[config.mk]
export PLATFORM = sky130hd
export DESIGN_NAME = bin_to_digit_loader_flat
export DESIGN_NICKNAME = d
export VERILOG_FILES = /design/src/rtl/lab6_pkg.sv /design/src/rtl/bin_to_digit_loader_if.sv /design/src/rtl/bin_to_digit_loader_dd_adjust.sv /design/src/rtl/bin_to_digit_loader.sv /design/src/flat_wrapper.sv
export SDC_FILE = /design/constraint.sdc
export NUM_CORES = 1
export LEC_CHECK = 0
export CAP_MARGIN = 0
export CORE_ASPECT_RATIO = 0.7
export CORE_MARGIN = 8
export CORE_UTILIZATION = 60
export CTS_BUF_LIST = sky130_fd_sc_hd__clkbuf_16
export DETAILED_ROUTE_END_ITERATION = 7
export PLACE_DENSITY = 0.9
export REMOVE_ABC_BUFFERS = 1
export SLEW_MARGIN = 5
export SYNTH_ARGS = -nofsm -noshare
export SYNTH_HDL_FRONTEND = slang
export SYNTH_SLANG_ARGS = --single-unit
[constraint.sdc]
create_clock -name clk -period 3.1 [get_ports clk]
set_input_delay 0.465 -clock clk [delete_from_list [all_inputs] [get_ports clk]]
set_output_delay 0.465 -clock clk [all_outputs]
set_load 0.02 [all_outputs]
[src/rtl/lab6_pkg.sv]
// Shared types and constants for the binary-to-digit loader.
package lab6_pkg;

    localparam int NUM_DIGITS = 8;
    localparam int BIN_W      = 27;
    localparam int SEL_W      = $clog2(NUM_DIGITS);
    localparam int MAX_VAL    = 99_999_999;
    localparam logic [3:0] OVF_DIGIT = 4'hE;

    typedef enum logic [1:0] {
        IDLE  = 2'd0,
        CONV  = 2'd1,
        WRITE = 2'd2,
        DONE  = 2'd3
    } state_t;

endpackage

[src/rtl/bin_to_digit_loader_if.sv]
// Input handshake plus display-file write port of the loader.
interface bin_to_digit_loader_if
    import lab6_pkg::*;
#(
    parameter int BIN_W = lab6_pkg::BIN_W
);
    logic             in_valid;
    logic [BIN_W-1:0] in_data;
    logic             in_ready;
    logic [3:0]       num;
    logic [SEL_W-1:0] sel;
    logic             write;
    logic             busy;
    logic             done;
    logic             overflow;

    modport master (
        output in_valid, in_data,
        input  in_ready, num, sel, write, busy, done, overflow
    );

    modport slave (
        input  in_valid, in_data,
        output in_ready, num, sel, write, busy, done, overflow
    );
endinterface

[src/rtl/bin_to_digit_loader_dd_adjust.sv]
// Double-dabble correction: every BCD nibble of 5 or more gets 3 added
// so the following left shift carries correctly into the next digit.
module dd_adjust #(
    parameter int NUM_DIGITS = 8
) (
    input  logic [NUM_DIGITS*4-1:0] bcd_in,
    output logic [NUM_DIGITS*4-1:0] bcd_out
);

    // Per-nibble add-3 rule.
    always_comb begin
        bcd_out = bcd_in;
        for (int i = 0; i < NUM_DIGITS; i++) begin
            if (bcd_in[4*i +: 4] >= 4'd5) begin
                bcd_out[4*i +: 4] = bcd_in[4*i +: 4] + 4'd3;
            end
        end
    end

endmodule

[src/rtl/bin_to_digit_loader.sv]
// Accepts a binary value, converts it to BCD one bit per cycle and writes
// the digits into the display register file, least-significant first.
//
//   state | meaning
//   IDLE  | ready for a new value
//   CONV  | double-dabble shifting, one input bit per cycle
//   WRITE | one digit written per cycle, sel = 0 .. NUM_DIGITS-1
//   DONE  | single-cycle completion pulse
module bin_to_digit_loader
    import lab6_pkg::*;
#(
    parameter int NUM_DIGITS = lab6_pkg::NUM_DIGITS,
    parameter int BIN_W      = lab6_pkg::BIN_W
) (
    input  logic                  clk,
    input  logic                  reset,
    bin_to_digit_loader_if.slave  bus
);

    localparam int CNT_W = $clog2(BIN_W);
    localparam int IDX_W = $clog2(NUM_DIGITS);
    localparam logic [CNT_W-1:0] CNT_LAST = CNT_W'(BIN_W - 1);
    localparam logic [IDX_W-1:0] IDX_LAST = IDX_W'(NUM_DIGITS - 1);
    localparam logic [BIN_W-1:0] MAX_BIN  = BIN_W'(MAX_VAL);

    state_t                  state;
    state_t                  state_nxt;
    logic [BIN_W-1:0]        bin;
    logic [NUM_DIGITS*4-1:0] bcd;
    logic [NUM_DIGITS*4-1:0] bcd_adj;
    logic [CNT_W-1:0]        bit_cnt;
    logic [IDX_W-1:0]        idx;
    logic                    ovf;
    logic                    accept;
    logic                    in_ovf;

    assign accept = bus.in_valid && (state == IDLE);
    // The full input width takes part in the range compare.
    assign in_ovf = (bus.in_data > MAX_BIN);

    dd_adjust #(
        .NUM_DIGITS (NUM_DIGITS)
    ) u_adjust (
        .bcd_in  (bcd),
        .bcd_out (bcd_adj)
    );

    // State register.
    always_ff @(posedge clk or posedge reset) begin
        if (reset) begin
            state <= IDLE;
        end else begin
            state <= state_nxt;
        end
    end

    // Next-state decode.
    always_comb begin
        state_nxt = state;
        case (state)
            IDLE:    if (accept) state_nxt = in_ovf ? WRITE : CONV;
            CONV:    if (bit_cnt == CNT_LAST) state_nxt = WRITE;
            WRITE:   if (idx == IDX_LAST) state_nxt = DONE;
            DONE:    state_nxt = IDLE;
            default: state_nxt = IDLE;
        endcase
    end

    // Conversion datapath, digit index and sticky overflow flag.
    always_ff @(posedge clk or posedge reset) begin
        if (reset) begin
            bin     <= '0;
            bcd     <= '0;
            bit_cnt <= '0;
            idx     <= '0;
            ovf     <= 1'b0;
        end else begin
            case (state)
                IDLE: begin
                    if (accept) begin
                        bin     <= bus.in_data;
                        bcd     <= '0;
                        bit_cnt <= '0;
                        idx     <= '0;
                        ovf     <= in_ovf;
                    end
                end
                CONV: begin
                    {bcd, bin} <= {bcd_adj, bin} << 1;
                    bit_cnt    <= bit_cnt + 1'b1;
                    if (bit_cnt == CNT_LAST) begin
                        idx <= '0;
                    end
                end
                WRITE: begin
                    idx <= idx + 1'b1;
                end
                default: ;
            endcase
        end
    end

    // Moore outputs; sel/num are held at zero outside WRITE.
    always_comb begin
        bus.in_ready = (state == IDLE);
        bus.busy     = (state != IDLE);
        bus.write    = (state == WRITE);
        bus.done     = (state == DONE);
        bus.overflow = ovf;
        bus.sel      = '0;
        bus.num      = 4'd0;
        if (state == WRITE) begin
            bus.sel = idx;
            bus.num = ovf ? OVF_DIGIT : bcd[4*idx +: 4];
        end
    end

endmodule

[src/flat_wrapper.sv]
// flat-port wrapper written by rule: the top's interface ports become plain ports
module bin_to_digit_loader_flat import lab6_pkg::*;
#(
    parameter int NUM_DIGITS = lab6_pkg::NUM_DIGITS,
    parameter int BIN_W      = lab6_pkg::BIN_W
)
  (clk, reset, bus_in_valid, bus_in_data, bus_in_ready, bus_num, bus_sel, bus_write, bus_busy, bus_done, bus_overflow);
  bin_to_digit_loader_if #(.BIN_W(BIN_W)) bus_i ();
  input  logic clk;
  input  logic reset;
  input wire logic [$bits(bus_i.in_valid)-1:0] bus_in_valid;
  input wire logic [$bits(bus_i.in_data)-1:0] bus_in_data;
  output wire logic [$bits(bus_i.in_ready)-1:0] bus_in_ready;
  output wire logic [$bits(bus_i.num)-1:0] bus_num;
  output wire logic [$bits(bus_i.sel)-1:0] bus_sel;
  output wire logic [$bits(bus_i.write)-1:0] bus_write;
  output wire logic [$bits(bus_i.busy)-1:0] bus_busy;
  output wire logic [$bits(bus_i.done)-1:0] bus_done;
  output wire logic [$bits(bus_i.overflow)-1:0] bus_overflow;
  assign bus_i.in_valid = bus_in_valid;
  assign bus_i.in_data = bus_in_data;
  assign bus_in_ready = bus_i.in_ready;
  assign bus_num = bus_i.num;
  assign bus_sel = bus_i.sel;
  assign bus_write = bus_i.write;
  assign bus_busy = bus_i.busy;
  assign bus_done = bus_i.done;
  assign bus_overflow = bus_i.overflow;
  bin_to_digit_loader #(.NUM_DIGITS(NUM_DIGITS), .BIN_W(BIN_W)) u_core (.clk(clk), .reset(reset), .bus(bus_i));
endmodule
# Word level (Yosys, flattened, before mapping)
# Index checks and enable logic that the tools add are counted.
totals:
  regBits: 70
  latchBits: 0
  ramBits: 0
  rom_bits: 0
  inputBits: 30
  elab_cells: 68
  mem_count: 0
op_classes:
  add_sub_neg: 10
  multipliers: 0
  n_div: 0
  order_cmp: 9
  eq_ne: 8
  shifts: 1
  muxes: 25
  n_bitwise: 0
  n_reduce_logical: 9
ops:
  columns: ["cell", "count"]
  rows:
  - ["one-hot mux 32 bit (2 select lines)", 1]
  - ["one-hot mux 27 bit (2 select lines)", 1]
  - ["two-way mux 4 bit", 9]
  - ["greater-or-equal comparator 4 x 3 -> 1 bit (second input constant)", 8]
  - ["two-way mux 32 bit", 1]
  - ["indexed part select 32 x 6 -> 4 bit", 1]
  - ["adder 4 x 2 -> 4 bit (second input constant)", 7]
  - ["> comparator 27 bit (second input constant)", 1]
  - ["two-way mux 27 bit", 1]
  - ["two-way mux 3 bit", 4]
  - ["one-hot mux 5 bit (2 select lines)", 1]
  - ["one-hot mux 3 bit (3 select lines)", 1]
  - ["two-way mux 2 bit", 4]
  - ["one-hot mux 2 bit (4 select lines)", 1]
  - ["!= test 2 x 1 -> 1 bit (second input constant)", 3]
  - ["AND reduction 3 bit", 2]
  - ["adder 5 x 1 -> 5 bit (second input constant)", 1]
  - ["== test 5 bit (second input constant)", 1]
  - ["two-way mux 5 bit", 1]
  - ["== test 2 bit (second input constant)", 2]
  - ["AND reduction 2 bit", 2]
  - ["nonzero test 2 bit", 2]
  - ["adder 3 x 1 -> 3 bit (second input constant)", 1]
  - ["adder 3 x 2 -> 3 bit (second input constant)", 1]
  - ["5 further kinds", 5]

# Logic depth before layout (Yosys ltp)
# Gate-level depths: netlist of run 1.
logic_depth:
  ltp_word: 4
  mapped_depth: 8

# Modules after synthesis
# A second synthesis of run 1 with hierarchy kept.
hier_totals:
  cells_unflattened: 419
  hier_area_um2: 4170.2
by_module_without_submodules:
  columns: ["mod", "n_inst", "cells_per_inst", "area_each_um2"]
  rows:
  - ["bin_to_digit_loader", 1, 291, 3359.5]
  - ["dd_adjust", 1, 128, 810.8]

# Least setup slack after synthesis of run 1
# No wires, ideal clock.
synth_timing:
  path_kind: "flip-flop to output port"
  startpoint: "register u_core.state[0]"
  endpoint: "output bus_num[0]"
  arrival_time_ps: 1629
  required_ps: 2635
  setup_slack_ps: 1006
  path_stages_with_launch: 5
  n_path_buf: 1
  cell_sequence: "dfrtp_1 inv_1 ha_1 clkbuf_1 nor3b_1"
synth_between:
  elab_chain_len: 2
synth_lines:
  columns: ["element", "line", "rtl"]
  rows:
  - ["from (decl)", "bin_to_digit_loader.sv:26", "state_t state;"]
  - ["from (signal assigned)", "bin_to_digit_loader.sv:53", "state <= state_nxt;"]
  - ["== test 2 bit", null, null]
  - ["via bus_write", "flat_wrapper.sv:16", "output wire logic [$bits(bus_i.write)-1:0] bus_write;"]
  - ["two-way mux 4 bit", "bin_to_digit_loader.sv:112", "if (state == WRITE) begin"]
  - ["to (decl)", "flat_wrapper.sv:14", "output wire logic [$bits(bus_i.num)-1:0] bus_num;"]
# The timed path passes the listed nets, and every way through them passes these cells.

# Final worst setup path of run 1
layout_timing:
  startpoint: "register u_core.state[0]"
  endpoint: "output bus_num[0]"
layout_between:
  elab_chain_len: 2
layout_lines:
  columns: ["element", "line"]
  rows:
  - ["== test 2 bit", "bin_to_digit_loader.sv:112"]
  - ["two-way mux 4 bit", "bin_to_digit_loader.sv:112"]
# Every way passes these cells.

==> out/metrics.yaml, run 1 <==
drtIter0Drc: 155
synthToLayoutAreaGrowth_pct: 19.4
max_freq_mhz: 350
routed_wl_mm: 10.3
finalCritPeriodShare: 0.922
postSynth.asyncResetShare: 1.00
end_kind: "output pin"
postSynthAreaPerCell_um2: 10.5
yosys-top-cells-count: "dfrtp_1, a21oi_1, nor2_1, mux2i_1"
yosysWarnings: 0
synth.top_cell.area_share: 0.435
worstPathMaxFanout: 13
slew_viol_final: 0
skew_ns: 0.00533
netlist_area_um2: 4020
io_pins: 42
setup_violations: 0
required_ns: 2.63
vias: 3251
fillCellCount: 437
htree_levels: 3
crit_arrival_ns: 2.39
gp_congestion: 0.867
worst_setup_path_start_kind: "register"
dieArea_um2: 9620
wl_per_cell_um: 19.7
clk_pin_slew_ns: 0.05
cts-root-buf: "clkbuf_16"
synth_top_area_cell: "dfrtp_1"
antenna_found_initial: 0
max_stage_delay_ns: 0.71
drive_gt1_frac: 0.0953
syn-instance-count: 385
cp_slowest_cell: "clkdlybuf4s50_1"
synth-edff-count: 0
place_area_um2: 4530
grt_pass1_vias: 3347
first_pass_iters: 5
final.setup.tns_ns: 0
relSlewSlack: 0.647
yosys-top-cells-area: "dfrtp_1, mux2i_1, ha_1"
hold_violations: 0
timing.hold.ws_ns: 0.487
cts_tree: "done"
overflow: 0
regArea_um2: 1750
ant_nets: 0
row_count: 25
ir_worst_vdd_v: 0.000452
ys.flop_type: "dfrtp_1"
rsz0062_at_grt: "false"
numCtsBuffers: 9
run_status: "finished clean"
synth.distinct_cells: 42
path_cells: "inv_1, ha_1, nor3b_1, clkdlybuf4s50_1"
crit_type: "reg -> out"
clockBufferDepth: 2
ys_ff_latch: 70
leakage_nw: 2.02
die_w_um: 114
cts_num_sinks: 70
synth_most_common_cell: "dfrtp_1"
yosysSeqAreaShare: 0.435
start_util: 0.607
grt_usage: 0.227
postLayoutCellArea_um2: 4810
drc_errors: 0
core_um2: 6630
grt_max_degree: 37
multi_input_area_um2: 2090
placement.io_buffers: 41
vias_per_cell: 6.20
min_period_ns: 2.86
place_hpwl_mm: 6.84
worstMarginPinSlew_ns: 0.529
min_path_type: "in -> async"
grt_pass1_wl_mm: 17.2
nets: 480
fp.dieH_um: 84.5
power_density_nw_per_um2: 1010
insertion_delay_ns: 0.34
diodes: 0
drv_cap: 0
==> power by group <==
part / switching (W) / total (W) / internal (W)
registers: 0.000370 / 0.00164 / 0.00127
logic: 0.00126 / 0.00222 / 0.000958
clock network: 0.000370 / 0.000977 / 0.000607
==> state kept, by name, indices dropped and copies added, names as in the netlist <==
register,flops
u_core.bit_cnt,5
u_core.bcd,32
u_core.idx,3
u_core.bin,27
u_core.state,2
u_core.bus.overflow,1
==> worst max-delay path: cells and delay by family (launching register included) <==
| family | cells | cell delay (ns) |
|---|---|---|
| AND/OR/NAND/NOR | 1 | 0.35 |
| buffers and inverters | 2 | 0.84 |
| adder cells (fa/ha/maj) | 1 | 0.46 |
| flip-flops | 1 | 0.40 |
==> cell type report <==
| class | instances | area share |
|---|---|---|
| Multi-Input combinational cell | 271 | 0.435 |
| Timing Repair Buffer | 50 | 0.0995 |
| Sequential cell | 70 | 0.365 |
| Inverter | 24 | 0.0187 |
| Clock buffer | 9 | 0.0469 |
| Tap cell | 94 | 0.0245 |
| Clock inverter | 6 | 0.0112 |
==> path summary, 6_finish.rpt <==
check	startpoint	end	slack (ns)	depth (start not counted)
worst max-delay path	u_core.state[0]	bus_num[0]	0.24	4
worst min-delay path	reset	u_core.bin[7]	0.49	2
worst max register to register	u_core.state[1]	u_core.bin[11]	0.76	6
worst min register to register	u_core.bin[0]	u_core.bin[0]	0.51	1
max in group asynchronous	reset	u_core.bcd[3]	1.89	3
min in group clk	u_core.bin[0]	u_core.bin[0]	0.51	1
==> metal layers <==
layer	share of wire	GRT usage
met3	0.064	0.0616
met2	0.49	0.348
met4	0.033	0.118
met5	0	0
met1	0.42	0.287
==> cells by family after synthesis <==
kind of cell	after synthesis	share of synthesized area
flip-flops	70	0.435
buffers and inverters	44	0.0463
AO/OA/AOI/OAI	106	0.174
XOR/XNOR	14	0.0305
adder cells (fa/ha/maj)	24	0.0746
AND/OR/NAND/NOR	80	0.0964
multiplexers	47	0.143
==> what timing repair did <==
item | CTS | global route
buffers inserted | 0 | 0
endpoints found under the setup margin | 0 | 1
hold buffers | 0 | 0
resized for setup | 0 | 1
==> cell usage in the layout (no fill, tap or decap), types with 2 or more instances in the layout <==
cell type	n
dfrtp_1	69
a21oi_1	41
clkdlybuf4s50_1	41
nor2_1	38
mux2i_1	34
inv_1	23
ha_1	23
o21ai_0	15
nand2_1	12
o22ai_1	12
nand2b_1	9
clkbuf_16	9
buf_4	9
o31ai_1	8
a32o_1	8
xnor2_1	8
mux4_2	8
xor2_1	6
a22o_1	6
mux2_2	5
nor3b_1	5
o21a_1	4
o32ai_1	3
nand4_1	3
and2_1	3
clkinv_1	3
or3_1	2
nand3_1	2
==> through the flow <==
stage          cells   util  total power [W]  setup slack [ns]
2_1_floorplan    365      -          0.00305          0.000168
3_3_place_gp     509  0.682          0.00361             0.605
3_5_place_dp     509  0.682          0.00375             0.477
6_report         524  0.725          0.00484             0.241
4_1_cts          524  0.725          0.00481             0.105
5_1_grt          524  0.725          0.00511             0.150
Power figures use the tool's default switching activity.
==> run 2: changes to the inputs <==
- CTS_CLUSTER_SIZE: unset -> 8
- clock period: 3.1 -> 3.5 ns (I/O delays scaled with it)
==> run 2 against run 1 <==
Effect of this change: non-clock buffer count is 1 lower; setup slack better by 0.25 ns; design area is 1.5% higher; via count is 1.9% higher; count of clock-buffer cells in the layout stayed put; register-to-register slack better by 0.32 ns; critical endpoint is now bus_num[3]; hold slack better by 0.033 ns; wire length is 2.2% higher; global-route usage hardly changed; sequential power is 12% lower; flip-flop and latch count stayed put; critical path type unchanged; die area stayed put.
==> out/metrics.yaml, run 2 (synthesis gave the netlist of run 1 again) <==
routed_wl_mm: 10.6
hold_buffers: 0
crit_type: "reg -> out"
cts_resized: 0
cts_num_sinks: 70
start_util: 0.607
htree_levels: 3
drc_errors: 0
min_path_type: "reg -> reg"
run_status: "finished clean"
top_regs: "u_core.bcd (32), u_core.bin (27), u_core.bit_cnt (5)"
row_count: 25
rsz0062_at_grt: "false"
io_pins: 42
drive_gt1_frac: 0.0953
vias_per_cell: 6.32
clockBufferDepth: 2
die_w_um: 114
pwr-share-clk: 0.248
grt_max_degree: 41
drv_cap: 0
min_period_ns: 3.01
power_density_nw_per_um2: 925
core_um2: 6630
pre_cts_ws_ns: 0.866
wl_per_cell_um: 20.1
worstPathMaxFanout: 11
wl_met3_um: 640
drtIter0Drc: 332
slew_viol_final: 0
largest_register: "u_core.bcd"
ir_worst_vdd_v: 0.000401
relSlewSlack: 0.360
synthToLayoutAreaGrowth_pct: 21.3
switching_share: 0.396
finalWorstSetupSlack_ns: 0.493
placement.io_buffers: 41
end_kind: "output pin"
dieArea_um2: 9620
highest_layer: "met4"
place_hpwl_mm: 6.90
fp.dieH_um: 84.5
power_frac_seq: 0.322
vias: 3312
m1WireLength_mm: 4.33
finalCritPeriodShare: 0.859
nets: 479
combPwrFrac: 0.430
ant_nets: 0
finalNonFillerCells: 524
setup_violations: 0
first_pass_iters: 4
crit_arrival_ns: 2.48
worstMarginPinSlew_ns: 0.957
cts-root-buf: "clkbuf_16"
switching_power_w: 0.00179
wl_met2_mm: 5.13
numCtsBuffers: 9
leakage_nw: 2.05
antenna_found_initial: 0
clk_pin_slew_ns: 0.05
max_freq_mhz: 333
internal_power_w: 0.00273
grt_pass1_wl_mm: 17.2
final_cell_mix: "dfrtp_1, a21oi_1, clkdlybuf4s50_1, nor2_1, mux2i_1"
gp_congestion: 0.883
cts_setup_buffers: 0
diodes: 0
final.setup.tns_ns: 0
cts_tree: "done"
overflow: 0
hold_violations: 0
grt_pass1_vias: 3334
required_ns: 2.97
final_common_cell: "dfrtp_1"
skew_ns: 0.00386
worst_setup_path_start_kind: "register"
largest_reg_flops: 32
grt_usage: 0.227
dp.cells: 508
insertion_delay_ns: 0.34
## run 2: layout make-up
class | count | area, µm²
clock buffers | 9 | 225
clock inverters | 7 | 136
fillers | 404 | 1750
inverters | 24 | 90.1
multi-input cells | 271 | 2090
flip-flops and latches | 70 | 1750
well taps | 94 | 118
repair buffers | 49 | 470
## run 2: metrics by stage
stage | hold WS, ns | total power [W] | area, µm² | util
after floorplan | 0.451 | 0.00270 | 3930 | -
after global placement | 0.468 | 0.00318 | 4520 | 0.681
after detailed placement | 0.476 | 0.00332 | 4520 | 0.681
after CTS | 0.518 | 0.00449 | 4880 | 0.736
after global routing | 0.538 | 0.00476 | 4880 | 0.736
final | 0.520 | 0.00451 | 4880 | 0.736
## run 2: metal layers
layer  GRT usage  up-vias
met2       0.358      148
met4       0.123        0
met5           0        -
met1       0.283     1650
li1            -     1472
met3      0.0530       42
## run 2: path summary, 6_finish.rpt
| path | slack [ns] | cells after the start | end | start |
|---|---|---|---|---|
| min | 0.52 | 1 | u_core.bin[0] | u_core.bin[0] |
| max | 0.49 | 5 | bus_num[3] | u_core.idx[0] |
| max reg2reg | 1.08 | 6 | u_core.bin[9] | u_core.state[0] |
| min reg2reg | 0.52 | 1 | u_core.bin[0] | u_core.bin[0] |
| min in group asynchronous | 0.57 | 2 | u_core.bin[4] | reset |
| max in group asynchronous | 2.20 | 3 | u_core.bcd[17] | reset |
## run 2: critical path: stages (launching register included)
cell and delay [ns]:
dfrtp_1 0.65, mux4_2 0.56, nor2_1 0.14, nor2_1 0.09, o21a_1 0.17, clkdlybuf4s50_1 0.54
## run 2: power groups by stage
stage	logic, W	clock network [W]	registers (W)
after CTS	0.00192	0.00113	0.00144
after global placement	0.00177	0	0.00141
final	0.00194	0.00112	0.00145
after detailed placement	0.00187	0	0.00144
after floorplan	0.00135	0	0.00135
after global routing	0.00211	0.00116	0.00149
==> run 3: changes to the inputs <==
- ABC_AREA: unset -> 0
- RECOVER_POWER: unset -> 100
==> run 3 against run 2 <==
Effect of this change: the flow now finishes with violations (capacitance limit, slew limit); die area unchanged; critical path type unchanged; critical endpoint unchanged; register-to-register slack lost 0.68 ns; via count down 1.6%.
==> out/metrics.yaml, run 3 (synthesis gave the netlist of run 1 again) <==
max_stage_delay_ns: 0.66
top_regs: "u_core.bcd (32), u_core.bin (27), u_core.bit_cnt (5)"
end_kind: "output pin"
cts_num_sinks: 70
vias: 3258
use_met1: 0.283
core_um2: 6630
min_period_ns: 3.12
worst_setup_path_start_kind: "register"
required_ns: 2.97
use_met3: 0.0530
pre_cts_ws_ns: 0.866
worstReg2RegEnd: "u_core.bcd[2]"
grt_pass1_wl_mm: 17.2
drv_cap: 1
grt_pass1_vias: 3334
worstMarginPinSlew_ns: 1.55
placement.io_buffers: 41
drc_errors: 0
die_w_um: 114
drive_gt1_frac: 0.0744
finalWorstSetupSlack_ns: 0.380
r2r_start: "u_core.state[1]"
wl_per_cell_um: 20.0
hold_buffers: 0
ir_worst_vdd_v: 0.000405
final.setup.tns_ns: 0
drtIter0Drc: 405
antenna_found_initial: 1
ff2ff_path_depth: 7
row_count: 25
routed_wl_mm: 10.5
largest_reg_flops: 32
rsz0062_at_grt: "false"
numCtsBuffers: 9
vias_per_cell: 6.21
path_cells: "mux4_2, nor2_1, nor2_1, o21a_1, dlygate4sd3_1"
relSlewSlack: -0.0300
overflow: 0
place_area_um2: 4520
finalCritPeriodShare: 0.892
io_pins: 42
insertion_delay_ns: 0.34
fp.dieH_um: 84.5
start_util: 0.607
final_common_cell: "dfrtp_1"
grt_max_degree: 41
crit_arrival_ns: 2.60
postLayoutCellArea_um2: 4850
cts_resized: 0
min_from: "u_core.bin[0]"
power_density_nw_per_um2: 920
clockBufferDepth: 2
nets: 479
cts-root-buf: "clkbuf_16"
r2r_slack_ns: 0.40
setup_violations: 0
fillCellCount: 414
leakage_nw: 2.06
grt-busiest-layer: "met2"
synthToLayoutAreaGrowth_pct: 20.5
skew_ns: 0.00449
cts_tree: "done"
final_cell_mix: "dfrtp_1, a21oi_1, nor2_1, mux2i_1, clkdlybuf4s50_1"
crit_type: "reg -> out"
cts_setup_buffers: 0
ant_nets: 0
finalPower_w: 0.00446
gp_congestion: 0.883
largest_register: "u_core.bcd"
max_freq_mhz: 320
grt.met2_usage: 0.358
run_status: "complete, but fails checks"
dieArea_um2: 9620
holdPathStages: 1
clk_pin_slew_ns: 0.06
violations: "capacitance limit, slew limit"
postLayoutCoreUtil: 0.731
place_hpwl_mm: 6.90
slew_viol_final: 24
hold_violations: 0
worstPathMaxFanout: 11
cp_slowest_cell: "dfrtp_1"
grt_usage: 0.227
critPathMostFrequentCell: "nor2_1"
worst_hold_path.endpoint: "u_core.bin[0]"
htree_levels: 3
first_pass_iters: 5
min_path_type: "reg -> reg"
==> run 3: layer usage <==
metal / share of wire / wire [µm]
met5: 0 / 0
met4: 0.038 / 400
met3: 0.063 / 664
met2: 0.49 / 5120
met1: 0.41 / 4290
==> run 3: area by class of cell <==
type / count / area (µm²) / area share
diodes: 1 / 2.50 / 0.000516
flip-flops and latches: 70 / 1750 / 0.361
inverters: 24 / 90.1 / 0.0186
well taps: 94 / 118 / 0.0243
clock inverters: 7 / 136 / 0.0281
multi-input cells: 271 / 2080 / 0.428
repair buffers: 49 / 447 / 0.0922
clock buffers: 9 / 225 / 0.0465
==> run 3: per-stage QoR <==
stage	instances	hold slack [ns]
2_1_floorplan	365	0.451
3_3_place_gp	508	0.468
3_5_place_dp	508	0.476
4_1_cts	524	0.518
5_1_grt	525	0.538
6_report	525	0.520
==> run 3: critical path, delay by kind of cell (launching register included) <==
family | cells | cell delay [ns]
flops | 1 | 0.66
mux | 1 | 0.57
compound gates | 1 | 0.16
buf+inv | 1 | 0.65
simple gates | 2 | 0.23
==> run 3: how the worst max path moves through the flow <==
stage / startpoint / to / slack (ns) / cells after the start
floorplan: u_core.state[1] / u_core.bit_cnt[3] / 0.40 / 6
CTS: u_core.idx[0] / bus_num[3] / 0.51 / 5
detailed placement: u_core.idx[0] / bus_num[3] / 0.87 / 5
finish: u_core.idx[0] / bus_num[3] / 0.38 / 5
global route: u_core.state[1] / u_core.bcd[2] / 0.26 / 7
global placement: u_core.idx[0] / bus_num[1] / 0.95 / 4
==> run 3: where the power goes <==
group          leakage (nW)  internal [W]  total, W  switching, W
Combinational         0.998      0.000795   0.00188       0.00109
Clock                 0.175      0.000764   0.00112      0.000355
Sequential            0.885       0.00113   0.00146      0.000330
